<file path="src/rtl/led_rgb_pkg.sv">
// Shared colour codes and FSM state encoding for the RGB status LED sequencer.
package led_rgb_pkg;

    localparam logic [2:0] OFF    = 3'b000;
    localparam logic [2:0] RED    = 3'b001;
    localparam logic [2:0] GREEN  = 3'b010;
    localparam logic [2:0] YELLOW = 3'b011;
    localparam logic [2:0] BLUE   = 3'b100;
    localparam logic [2:0] WHITE  = 3'b111;

    typedef enum logic [1:0] {
        IDLE  = 2'd0,
        FLASH = 2'd1,
        ALARM = 2'd2
    } state_e;

endpackage

</file>
<file path="src/rtl/led_rgb_sequencer_blink_tick_gen.sv">
// Blink timebase: half-period counter plus ON/OFF phase flop, restartable to a fresh ON half.
module blink_tick_gen #(
    parameter int TICK_DIV = 50_000_000
) (
    input  logic clk_in,
    input  logic rst,
    input  logic restart,
    output logic tick,
    output logic phase
);

    localparam int CW = (TICK_DIV > 1) ? $clog2(TICK_DIV) : 1;
    localparam logic [CW-1:0] LAST = CW'(TICK_DIV - 1);

    logic [CW-1:0] count_q, count_d;
    logic          phase_q, phase_d;

    assign tick  = (count_q == LAST);
    assign phase = phase_q;

    always_comb begin
        count_d = count_q + CW'(1);
        phase_d = phase_q;
        if (restart) begin
            count_d = '0;
            phase_d = 1'b1;
        end else if (tick) begin
            count_d = '0;
            phase_d = ~phase_q;
        end
    end

    always_ff @(posedge clk_in or posedge rst) begin
        if (rst) begin
            count_q <= '0;
            phase_q <= 1'b1;
        end else begin
            count_q <= count_d;
            phase_q <= phase_d;
        end
    end

endmodule

</file>
<file path="src/rtl/led_rgb_sequencer.sv">
// RGB status LED arbiter: alarm blink over one-shot flash events over background status colour.
module led_rgb_sequencer
    import led_rgb_pkg::*;
#(
    parameter int TICK_DIV    = 50_000_000,
    parameter int FLASH_TICKS = 6
) (
    input  logic       clk_in,
    input  logic       rst,
    input  logic [2:0] status_color,
    input  logic       status_blink,
    input  logic       evt_valid,
    input  logic [2:0] evt_color,
    output logic       evt_ready,
    input  logic       alarm,
    output logic       busy,
    output logic [2:0] rgb_out
);

    localparam int FW = $clog2(FLASH_TICKS + 1);

    state_e        state_q, state_d;
    logic [FW-1:0] flash_cnt_q, flash_cnt_d;
    logic [2:0]    cap_q, cap_d;
    logic [2:0]    rgb_q, rgb_d;
    logic          busy_q, busy_d;
    logic [2:0]    color_prev_q;
    logic          blink_prev_q;
    logic          tick, phase, restart, phase_nxt, accept;

    assign evt_ready = (state_q == IDLE) & ~alarm & ~rst;
    assign accept    = evt_valid & evt_ready;
    assign busy      = busy_q;
    assign rgb_out   = rgb_q;

    always_comb begin
        state_d     = state_q;
        flash_cnt_d = flash_cnt_q;
        cap_d       = cap_q;
        case (state_q)
            IDLE: begin
                if (alarm) begin
                    state_d = ALARM;
                end else if (accept) begin
                    state_d     = FLASH;
                    flash_cnt_d = FW'(FLASH_TICKS);
                    cap_d       = evt_color;
                end
            end
            FLASH: begin
                if (alarm) begin
                    state_d     = ALARM;
                    flash_cnt_d = '0;
                end else if (tick) begin
                    flash_cnt_d = flash_cnt_q - FW'(1);
                    if (flash_cnt_q == FW'(1)) state_d = IDLE;
                end
            end
            ALARM: begin
                if (!alarm) state_d = IDLE;
            end
            default: state_d = IDLE;
        endcase
    end

    // Any new colour source, background colour or blink enable starts on a full ON half-period.
    assign restart = (state_d != state_q)
                   | ((state_q == IDLE) & (status_color != color_prev_q))
                   | (status_blink & ~blink_prev_q);

    // Outputs are registered, so they are computed from the phase the timebase will hold next.
    assign phase_nxt = restart ? 1'b1 : (phase ^ tick);

    always_comb begin
        rgb_d  = OFF;
        busy_d = (state_d != IDLE);
        case (state_d)
            IDLE:    rgb_d = (status_blink & ~phase_nxt) ? OFF : status_color;
            FLASH:   rgb_d = phase_nxt ? cap_d : OFF;
            ALARM:   rgb_d = phase_nxt ? RED : OFF;
            default: rgb_d = OFF;
        endcase
    end

    always_ff @(posedge clk_in or posedge rst) begin
        if (rst) begin
            state_q      <= IDLE;
            flash_cnt_q  <= '0;
            cap_q        <= OFF;
            rgb_q        <= OFF;
            busy_q       <= 1'b0;
            color_prev_q <= OFF;
            blink_prev_q <= 1'b0;
        end else begin
            state_q      <= state_d;
            flash_cnt_q  <= flash_cnt_d;
            cap_q        <= cap_d;
            rgb_q        <= rgb_d;
            busy_q       <= busy_d;
            color_prev_q <= status_color;
            blink_prev_q <= status_blink;
        end
    end

    blink_tick_gen #(
        .TICK_DIV (TICK_DIV)
    ) u_blink (
        .clk_in  (clk_in),
        .rst     (rst),
        .restart (restart),
        .tick    (tick),
        .phase   (phase)
    );

endmodule

</file>
<file path="config.mk">
export PLATFORM = sky130hd
export DESIGN_NAME = led_rgb_sequencer
export DESIGN_NICKNAME = d
export VERILOG_FILES = /design/src/rtl/led_rgb_pkg.sv /design/src/rtl/led_rgb_sequencer_blink_tick_gen.sv /design/src/rtl/led_rgb_sequencer.sv
export SDC_FILE = /design/constraint.sdc
export NUM_CORES = 1
export LEC_CHECK = 0
export CORE_MARGIN = 2
export CORE_UTILIZATION = 35
export CTS_CLUSTER_SIZE = 40
export DETAILED_ROUTE_END_ITERATION = 16
export GPL_TIMING_DRIVEN = 0
export MAX_ROUTING_LAYER = met4
export PLACE_DENSITY = 0.55
export SETUP_SLACK_MARGIN = 0.2
export SYNTH_ARGS = -nofsm -noshare
export SYNTH_HDL_FRONTEND = slang
export SYNTH_SLANG_ARGS = --single-unit
export TNS_END_PERCENT = 100
</file>
<file path="constraint.sdc">
create_clock -name clk_in -period 4.9 [get_ports clk_in]
set_clock_uncertainty 0.2 [all_clocks]
set_input_delay 0.98 -clock clk_in [delete_from_list [all_inputs] [get_ports clk_in]]
set_output_delay 0.98 -clock clk_in [all_outputs]
set_load 0.02 [all_outputs]
</file>
==> summary.txt <==
Status
  – Result of the run: finished, final reports clean

Clock network
  – Root Driver: sky130_fd_sc_hd__clkbuf_8
  – H-tree levels: 2
  – PostCTS Resize Cnt: 0
  – Deepest clock path buffer count: 2
  – Clock insertion delay at the later pin of the skew report: 0.30 ns
  – Sinks on the clock net: 43
  – Register clock-pin slew on the reported worst setup and hold paths: 0.08 ns
  – TritonCTS buffer count: 5
  – Number of buffers inserted by hold repair at cts: 0
  – Post-CTS setup buffer count: 0
  – CTS tree: done

Synthesis
  – Cell types occupying the most area after synthesis: sky130_fd_sc_hd__dfrtp_1 (47%), sky130_fd_sc_hd__xnor2_1 (7.4%), sky130_fd_sc_hd__nor2_1 (5.7%)
  – Dominant synthesized flop cell: sky130_fd_sc_hd__dfrtp_1
  – Yosys top cell by area: sky130_fd_sc_hd__dfrtp_1
  – Proportion of netlist area held by the largest area contributor: 0.4659
  – Number of unique standard cell types used by synthesis: 55
  – Synth Instances: 221
  – Synth Cell Area: 2256 sq um
  – Sequential element share of the synthesized area: 0.4775
  – Post-synth EDFFs: 0
  – Fraction of synthesis flops using an asynchronous set or reset pin: 1.000
  – Mean cell area of the mapped netlist: 10.21 sq um
  – Net Count, Synth: 235
  – Number of warnings reported in the yosys synthesis log: 0
  – Synth Register Bits: 43

Final layout
  – Area taken by flip-flops and latches: 1077 sq um
  – Filler cell count in the final layout: 618
  – Net total in the final layout: 258
  – Non-filler cells, final: 322
  – Area taken by multi-input logic gates: 1087 sq um
  – Util after Layout: 0.4206
  – Most common cell after layout, fill and taps aside: sky130_fd_sc_hd__dfrtp_1
  – Share of cells above drive strength 1: 0.1347
  – Most frequent cells in the layout: sky130_fd_sc_hd__dfrtp_1 (42), sky130_fd_sc_hd__nor2_1 (34), sky130_fd_sc_hd__xnor2_1 (19)
  – Synth-to-layout area growth: 17.03%
  – # diodes: 0

Critical path
  – Largest stage delay on the critical path: 0.69 ns
  – Maximum fanout encountered on the critical timing path: 8
  – Cell occurring most often along the worst timing path: sky130_fd_sc_hd__clkdlybuf4s50_1
  – Worst Path Required: 3.72 ns
  – Critical Path Source Type: primary input
  – Kind of end point of the critical path: output pin
  – Cells traversed along the worst timing path: clkdlybuf4s50_1 > nor4_1 > clkdlybuf4s50_1
  – Path type of the worst setup path: in -> out
  – Slowest-stage cell, CP: sky130_fd_sc_hd__clkdlybuf4s50_1
  – Data arrival time of the worst path: 2.64 ns

Floorplanning
  – Overall die area: 7104 sq um
  – Initial Util: 0.3594
  – Die width: 84.29 microns
  – Area of the core: 6277 sq um
  – Cell Rows: 29
  – Top Ports: 16
  – Die Ht: 84.29 microns

Min path
  – Class of the worst hold path: reg -> reg

Timing
  – Highest clock frequency the design can meet: 261.7 MHz
  – Setup TNS: 0 ns
  – Post-route fraction of the period consumed by the critical path: 0.7799
  – Final critical-path required period: 3.821 ns
  – Unrepaired setup endpoints after global routing: false
  – Worst slew slack as a fraction of its limit: 0.6171
  – Slew of the pin with the lowest slew margin: 0.5743 ns
  – Fin. max-slew vios: 0
  – Setup Viol. Count Final: 0
  – Final Hold Slack: 0.2979 ns
  – Number of hold violations in the final report: 0

Global route
  – First-pass GRT wire length: 7.879 mm
  – Antenna violations before repair: 0
  – Largest net degree at the start of global routing: 34
  – Global-route usage over all layers: 0.1436
  – GRT Residual Overflow: 0
  – Vias in the first global route: 1607

Route
  – Total Wirelength: 4.372 mm
  – Number of DRC markers in iteration 0: 96
  – Number of antenna-violating nets in the routed design: 0
  – Vias per cell: 5.022
  – Via count: 1617
  – Drt wl/cell: 13.58 microns
  – Total DRC errors in the routed layout: 0
  – Number of detailed-routing iterations run before antenna repair: 4

Power and ir drop
  – Standby leakage power: 1.034 nW
  – Max rail drop VDD: 0.1018 mV
  – Overall power consumption: 0.7306 mW
  – Pwr per Cell Area: 276.8 nW/um^2

Place
  – Count of port buffers added during placement: 15
  – Placed wire-length estimate after detailed placement: 3.130 mm
  – Placer's final routability congestion estimate: 0.7791
  – Placed cell count: 314

Run
  – Number of max-capacitance violations reported: 0
==> per-layer routing <==
layer / wire length (microns) / track usage / vias up
met5: 0 / - / -
met4: 74 / 0.04839 / 0
met3: 108 / 0.02655 / 6
met2: 1957 / 0.2092 / 17
met1: 2232 / 0.2019 / 774
li1: - / - / 820
==> sequential cells by signal (all words and copies together) (netlist names) <==
signal,cells
busy,1
state_q,2
rgb_out,3
blink_prev_q,1
u_blink.phase,1
color_prev_q,3
u_blink.count_q,26
flash_cnt_q,3
cap_q,3
==> layout make-up <==
type | instances | area share
Tap cell | 77 | 0.03649
Timing Repair Buffer | 16 | 0.06445
Sequential cell | 43 | 0.4081
Buffer | 7 | 0.01754
Clock buffer | 6 | 0.03128
Multi-Input combinational cell | 159 | 0.4118
Clock inverter | 2 | 0.01327
Inverter | 12 | 0.01706
==> cells in the mapped netlist, drive strengths merged, types with 4 or more instances <==
cell type  count
nand3         11
xnor2         19
nor4           8
dfrtp         42
nor2          34
or2            5
a21oi          4
clkbuf         4
xor2           7
inv           12
nand4          5
nand2         11
nor3           5
==> cells by family after synthesis <==
logic type | count (synthesis) | synth area share
AOI/OAI and AO/OA | 28 | 0.08986
xor gates and xnor gates | 26 | 0.1009
buffers and inverters | 19 | 0.04048
adders and majority gates | 3 | 0.01664
muxes | 3 | 0.01497
DFF | 43 | 0.4775
and+or+nand+nor | 99 | 0.2596
==> report_power, final <==
part           switching [mW]  total (mW)  internal (mW)
Clock                   0.123       0.288          0.165
Sequential            0.00641       0.375          0.369
Combinational          0.0350      0.0676         0.0325
==> critical path: cells and delay by family <==
kind	cells	cell delay [ns]
buffers and inverters	2	1.20
and+or+nand+nor	1	0.46
==> stage by stage <==
stage | setup WS [ns] | instance area [sq um]
finish | 1.079 | 2640
global route | 0.9984 | 2640
CTS | 1.048 | 2640
detailed placement | 1.048 | 2522
global placement | 1.056 | 2502
floorplan | 1.826 | 2256
==> path summary, 6_finish.rpt <==
kind	start	endpoint	slack [ns]	cells past startpoint
setup / recovery	alarm	evt_ready	1.08	3
hold / removal	u_blink.count_q[0]	u_blink.count_q[0]	0.30	1
setup reg to reg	u_blink.count_q[11]	rgb_out[2]	2.35	5
hold reg to reg	u_blink.count_q[0]	u_blink.count_q[0]	0.30	1
max in group asynchronous	rst	u_blink.phase	3.21	3
min in group asynchronous	rst	color_prev_q[0]	0.76	2
Power figures use the tool's default switching activity.
